File: src/rtl/lpm_lookup_scheduler.sv
// rtl/lpm_lookup_scheduler.sv - round-robin shared sequential longest-prefix-match engine
//
// Several requesters share one longest-prefix-match search engine. A round-robin
// arbiter grants one lookup at a time. The engine then checks one table entry per
// cycle. The result is held on the response port, tagged with the requester id.
// The block also owns the table write port, which takes priority over new grants
// while idle.
//
// Ports:
//   clk, reset                       clock and asynchronous active-high reset
//   req_valid/req_addr/req_ready     per-requester lookup handshake (one-hot grant)
//   cfg_we/cfg_idx/cfg_prefix/
//   cfg_len/cfg_en/cfg_ready         table write port (accepted only while idle)
//   resp_valid/resp_ready            result handshake
//   resp_id/resp_hit/
//   resp_prefix/resp_len             result payload
module lpm_lookup_scheduler #(
    parameter int NUM_REQ     = 4,
    parameter int NUM_ENTRIES = 4,
    parameter int IDX_W       = 2,
    parameter int ID_W        = 2
) (
    input  logic                   clk,
    input  logic                   reset,
    input  logic [NUM_REQ-1:0]     req_valid,
    input  logic [NUM_REQ*32-1:0]  req_addr,
    output logic [NUM_REQ-1:0]     req_ready,
    input  logic                   cfg_we,
    input  logic [IDX_W-1:0]       cfg_idx,
    input  logic [31:0]            cfg_prefix,
    input  logic [5:0]             cfg_len,
    input  logic                   cfg_en,
    output logic                   cfg_ready,
    output logic                   resp_valid,
    input  logic                   resp_ready,
    output logic [ID_W-1:0]        resp_id,
    output logic                   resp_hit,
    output logic [31:0]            resp_prefix,
    output logic [5:0]             resp_len
);

    typedef enum logic [1:0] {S_IDLE, S_SEARCH, S_RESP} state_t;

    state_t                 state_q, state_d;
    logic [ID_W-1:0]        rr_ptr_q, rr_ptr_d;
    logic [31:0]            addr_q, addr_d;
    logic [ID_W-1:0]        id_q, id_d;
    logic [IDX_W-1:0]       k_q, k_d;
    logic                   best_hit_q, best_hit_d;
    logic [31:0]            best_prefix_q, best_prefix_d;
    logic [5:0]             best_len_q, best_len_d;
    logic                   resp_valid_q, resp_valid_d;
    logic [NUM_ENTRIES-1:0] tbl_valid_q, tbl_valid_d;
    logic [31:0]            tbl_prefix_q [NUM_ENTRIES];
    logic [31:0]            tbl_prefix_d [NUM_ENTRIES];
    logic [5:0]             tbl_len_q [NUM_ENTRIES];
    logic [5:0]             tbl_len_d [NUM_ENTRIES];

    logic [NUM_REQ-1:0]     grant_c;
    logic                   found_c;
    int                     gidx_c;
    logic [31:0]            mask_c;

    // Leading-ones mask of the given length; a zero length matches everything.
    function automatic logic [31:0] len_mask(input logic [5:0] len);
        if (len == 6'd0) return 32'h0;
        return 32'hFFFF_FFFF << (6'd32 - len);
    endfunction

    always_comb begin
        state_d       = state_q;
        rr_ptr_d      = rr_ptr_q;
        addr_d        = addr_q;
        id_d          = id_q;
        k_d           = k_q;
        best_hit_d    = best_hit_q;
        best_prefix_d = best_prefix_q;
        best_len_d    = best_len_q;
        resp_valid_d  = resp_valid_q;
        tbl_valid_d   = tbl_valid_q;
        tbl_prefix_d  = tbl_prefix_q;
        tbl_len_d     = tbl_len_q;
        grant_c       = '0;
        found_c       = 1'b0;
        gidx_c        = 0;
        mask_c        = len_mask(tbl_len_q[k_q]);

        // First requester at or after the round-robin pointer, wrapping.
        for (int i = 0; i < NUM_REQ; i++) begin
            if (!found_c && req_valid[(int'(rr_ptr_q) + i) % NUM_REQ]) begin
                found_c = 1'b1;
                gidx_c  = (int'(rr_ptr_q) + i) % NUM_REQ;
            end
        end

        case (state_q)
            S_IDLE: begin
                if (cfg_we) begin
                    tbl_prefix_d[cfg_idx] = cfg_prefix;
                    tbl_len_d[cfg_idx]    = (cfg_len > 6'd32) ? 6'd32 : cfg_len;
                    tbl_valid_d[cfg_idx]  = cfg_en;
                end else if (found_c) begin
                    grant_c[gidx_c] = 1'b1;
                    addr_d          = req_addr[32*gidx_c +: 32];
                    id_d            = ID_W'(gidx_c);
                    rr_ptr_d        = ID_W'((gidx_c + 1) % NUM_REQ);
                    best_hit_d      = 1'b0;
                    best_prefix_d   = 32'h0;
                    best_len_d      = 6'd0;
                    k_d             = '0;
                    state_d         = S_SEARCH;
                end
            end
            S_SEARCH: begin
                // Strictly-longer replacement keeps the lower index on equal lengths.
                if (tbl_valid_q[k_q] && (((addr_q ^ tbl_prefix_q[k_q]) & mask_c) == 32'h0) &&
                    (!best_hit_q || (tbl_len_q[k_q] > best_len_q))) begin
                    best_hit_d    = 1'b1;
                    best_prefix_d = tbl_prefix_q[k_q] & mask_c;
                    best_len_d    = tbl_len_q[k_q];
                end
                if (k_q == IDX_W'(NUM_ENTRIES - 1)) begin
                    resp_valid_d = 1'b1;
                    state_d      = S_RESP;
                end else begin
                    k_d = k_q + 1'b1;
                end
            end
            S_RESP: begin
                if (resp_ready) begin
                    resp_valid_d = 1'b0;
                    state_d      = S_IDLE;
                end
            end
            default: state_d = S_IDLE;
        endcase
    end

    always_ff @(posedge clk or posedge reset) begin
        if (reset) begin
            state_q       <= S_IDLE;
            rr_ptr_q      <= '0;
            addr_q        <= '0;
            id_q          <= '0;
            k_q           <= '0;
            best_hit_q    <= 1'b0;
            best_prefix_q <= '0;
            best_len_q    <= '0;
            resp_valid_q  <= 1'b0;
            tbl_valid_q   <= '0;
            for (int i = 0; i < NUM_ENTRIES; i++) begin
                tbl_prefix_q[i] <= '0;
                tbl_len_q[i]    <= '0;
            end
        end else begin
            state_q       <= state_d;
            rr_ptr_q      <= rr_ptr_d;
            addr_q        <= addr_d;
            id_q          <= id_d;
            k_q           <= k_d;
            best_hit_q    <= best_hit_d;
            best_prefix_q <= best_prefix_d;
            best_len_q    <= best_len_d;
            resp_valid_q  <= resp_valid_d;
            tbl_valid_q   <= tbl_valid_d;
            tbl_prefix_q  <= tbl_prefix_d;
            tbl_len_q     <= tbl_len_d;
        end
    end

    // The combinational handshakes are gated so every output reads 0 while reset is held.
    assign req_ready   = reset ? '0 : grant_c;
    assign cfg_ready   = !reset && (state_q == S_IDLE);
    assign resp_valid  = resp_valid_q;
    assign resp_id     = id_q;
    assign resp_hit    = best_hit_q;
    assign resp_prefix = best_prefix_q;
    assign resp_len    = best_len_q;

endmodule

File: config.mk
export PLATFORM = sky130hd
export DESIGN_NAME = lpm_lookup_scheduler
export DESIGN_NICKNAME = d
export VERILOG_FILES = /design/src/rtl/lpm_lookup_scheduler.sv
export SDC_FILE = /design/constraint.sdc
export NUM_CORES = 1
export LEC_CHECK = 0
export ABC_AREA = 1
export BUFFER_PORTS_ARGS = -buffer_cell sky130_fd_sc_hd__buf_2
export CAP_MARGIN = 20
export CORE_ASPECT_RATIO = 0.8
export CORE_UTILIZATION = 28
export CTS_CLUSTER_SIZE = 28
export DETAILED_ROUTE_END_ITERATION = 7
export PLACE_DENSITY = 0.42
export SLEW_MARGIN = 30
export SYNTH_ARGS = -nofsm -noshare
export SYNTH_HDL_FRONTEND = slang
export SYNTH_SLANG_ARGS = --single-unit
File: constraint.sdc
create_clock -name clk -period 11.82 [get_ports clk]
set_clock_uncertainty 0.15 [all_clocks]
set_input_delay 2.955 -clock clk [delete_from_list [all_inputs] [get_ports clk]]
set_output_delay 2.955 -clock clk [all_outputs]
set_load 0.05 [all_outputs]
==> flow_summary_export.csv <==
group,metric,value,unit
final_layout,areaGrowthSynthToFinish,19.9,%
drt,routed_via_density,4.75,
drt,firstDrtPassIters,5,
sta,setup-tns-final,0,ns
sta,layout_min_cycle_time,8.76,ns
power_and_ir_drop,peakVddDrop,0.165,mV
placed_design,portBuffers,223,
logic_synthesis,yosysWarnings,0,
clock_tree,ctsRootBufferMaster,"clkbuf_16",
placed_design,place_hpwl,30100,um
logic_synthesis,yosys.cell_count.top_type,"nand2_1",
placed_design,gp_congestion,0.893,
global_routing,grt_remaining_overflow,0,
clock_tree,htreeDepth,1,
run,max_cap_viol_count,0,
logic_synthesis,syn_nets,1840,
clock_tree,cts_sinks,236,
setup_path,arrival,5.65,ns
logic_synthesis,synth-edff-count,0,
sta,fmax,114,MHz
final_layout,stdcell_count,2438,
placed_design,place_ws,3.10,ns
clock_tree,ctsHoldBuffers,0,
final_layout,fillers,4811,
global_routing,grt_pass1_wl,66600,um
sta,timing.final.ws_setup,3.06,ns
logic_synthesis,syn-instance-count,1647,
floorplan,rows,69,
logic_synthesis,synth_area_leader_cell,"dfrtp_1",
logic_synthesis,synth_area_leaders,"dfrtp_1 47%, nand2_1 15%, o21ai_0 9.3%",
drt,wirelength,43100,um
clock_tree,clk_latency,0.56,ns
floorplan,die-area,45700,um^2
drt,antenna_left,0,
final_layout,fin_nets,2007,
logic_synthesis,yosys.area_share.simple,27.0,%
sta,worst_slew_pin_slew,0.967,ns
sta,hold_violations,0,
sta,maxSlewViolCount,0,
final_layout,drive_gt1_share,17.4,%
floorplan,initial_utilization,28.3,%
drt,wl_per_cell,17.7,um
logic_synthesis,ys_top_cells_by_count,"514 x nand2_1, 236 x dfrtp_1, 234 x o21ai_0",
placed_design,place_area,14100,um^2
worst_hold_path,worst_hold_path_type,"reg -> reg",
sta,maxSlewHeadroom,33.9,%
drt,drc_errors,0,
setup_path,crit_path_end_kind,"primary output",
floorplan,io-pin-count,224,
global_routing,antenna_found_initial,1,
final_layout,postLayoutCellArea,15100,um^2
drt,vias,11600,
clock_tree,clockBufferDepth,3,
global_routing,grt_usage,18.8,%
final_layout,antenna_cells,0,
setup_path,required,8.72,ns
sta,finalSetupViolations,0,
clock_tree,cts_tree,"done",
clock_tree,cts_setup_buffers,0,
global_routing,grt_pass1_vias,11000,
logic_synthesis,synth.yosys.seq_area_share,47.0,%
logic_synthesis,synth_fa_ha_area_share,1.59,%
logic_synthesis,synthXorXnorAreaFrac,2.30,%
floorplan,dieHeight,191,um
clock_tree,clk_pin_slew,0.06,ns
logic_synthesis,synth_flop_cell,"dfrtp_1",
logic_synthesis,synth.top_cell.area_share,47.0,%
power_and_ir_drop,power_density,349,nW/um^2
global_routing,grt_start_max_net_pins,125,
setup_path,r2r_slack,6.47,ns
logic_synthesis,synthMuxAreaShare,0,%
setup_path,cp_max_fo,68,
logic_synthesis,async_flop_share,100,%
logic_synthesis,synth_compound_area_share,15.2,%
floorplan,die_w,239,um
sta,grt_setup_unrepaired,"no",
sta,timing.final.crit_share,74.1,%
outcome,status,"completed",
drt,drt_iter0_markers,790,
power_and_ir_drop,p_total,5260,uW
logic_synthesis,synth_top_family_by_area,"simple AND/OR/NAND/NOR gates",
setup_path,setup.worst_path.class,"in -> out",
floorplan,core,44300,um^2
clock_tree,cts_inserted_buffers,28,
logic_synthesis,syn_avg_cell_area,7.62,um^2
setup_path,start_kind,"primary input",
logic_synthesis,synthesis.area,12600,um^2
placed_design,dp_cells,2387,
clock_tree,cts_resized,0,
logic_synthesis,ys_ff_latch,236,
logic_synthesis,yosysUniqueCellTypes,42,
power_and_ir_drop,leakage,0.00758,uW
-- per-layer routing --
layer | routed length (um) | vias up | global-route usage [%]
li1 | - | 5728 | -
met1 | 21300 | 5577 | 28.1
met2 | 19200 | 235 | 28.5
met3 | 1880 | 39 | 2.92
met4 | 743 | 0 | 3.57
met5 | 0 | - | 0
-- kinds of logic (layout without fill, tap and decap cells) --
| kind of cell | after synthesis | after routing |
|---|---|---|
| AO/OA/AOI/OAI | 338 | 338 |
| buffers and inverters | 198 | 386 |
| AND/OR/NAND/NOR | 826 | 826 |
| adder cells (fa/ha/maj) | 16 | 16 |
| XOR/XNOR | 33 | 33 |
| flip-flops | 236 | 236 |
-- report_power, final --
part           switching, uW  internal [uW]
sequential               246           1190
combinational           2030            865
clock                    359            562
-- cell type report --
cell class                 count  area [um^2]  share of cell area [%]
multi-input combinational   1213         5790                    38.5
clock inverter                11          150                   0.997
sequential                   236         5910                    39.2
tap                          603          754                    5.01
inverter                      98          388                    2.58
timing repair buffer         237         1220                    8.11
clock buffer                  40          846                    5.62
-- placed cells by master (no fill, tap or decap), types with 7 or more instances in the layout --
master and n:
xnor2_1 24, ha_1 16, dfrtp_1 235, nand2_1 513
o22ai_1 14, nand3_1 92, nor3b_1 7, o21ai_1 9
o21ai_0 234, a32o_1 14, buf_4 14, o211ai_1 16
inv_1 84, clkbuf_8 10, nor3_1 15, nor2_1 164
clkbuf_16 28, buf_2 223, inv_2 9, o22a_1 13
nand2_2 7, a21oi_1 25, nand4_1 7, xor2_1 9
-- path summary, 6_finish.rpt --
kind,cells after the start,from,to
max,16,req_valid[3],req_ready[1]
min,2,tbl_len_q[22]$_DFFE_PP0P_,tbl_len_q[22]$_DFFE_PP0P_
max reg2reg,18,k_q[1]$_DFFE_PP0P_,resp_prefix[29]$_DFFE_PP0P_
min reg2reg,2,tbl_len_q[22]$_DFFE_PP0P_,tbl_len_q[22]$_DFFE_PP0P_
max in group asynchronous,3,reset,tbl_prefix_q[121]$_DFFE_PP0P_
min in group asynchronous,2,reset,addr_q[2]$_DFFE_PP0P_
-- registers in the layout, indices dropped and copies added, names as in the netlist --
signal and flops:
rr_ptr_q 2, state_q 2, tbl_valid_q 4, k_q 2
addr_q 32, resp_id 2, tbl_len_q 24, resp_hit 1
tbl_prefix_q 128, resp_len 6, resp_prefix 32, resp_valid 1
-- through the flow --
step | hold WS, ns | util (%)
global placement | 0.308 | 31.7
floorplan | 0.292 | -
finish | 0.327 | 34.0
CTS | 0.324 | 34.0
global route | 0.343 | 34.0
detailed placement | 0.309 | 31.7
-- worst max-delay path, cell delays in order --
cell	delay, ns
buf_2	0.10
o21ai_0	0.20
nor2_1	0.08
a21oi_1	0.23
nand2_1	0.12
nor2_1	0.18
nand2_1	0.10
nand2_1	0.08
nand2_2	0.04
buf_4	0.29
inv_1	0.11
buf_4	0.48
ha_1	0.24
nand2_1	0.05
nor2_1	0.10
buf_2	0.27
Note: power is estimated with default switching activity, not from simulation.
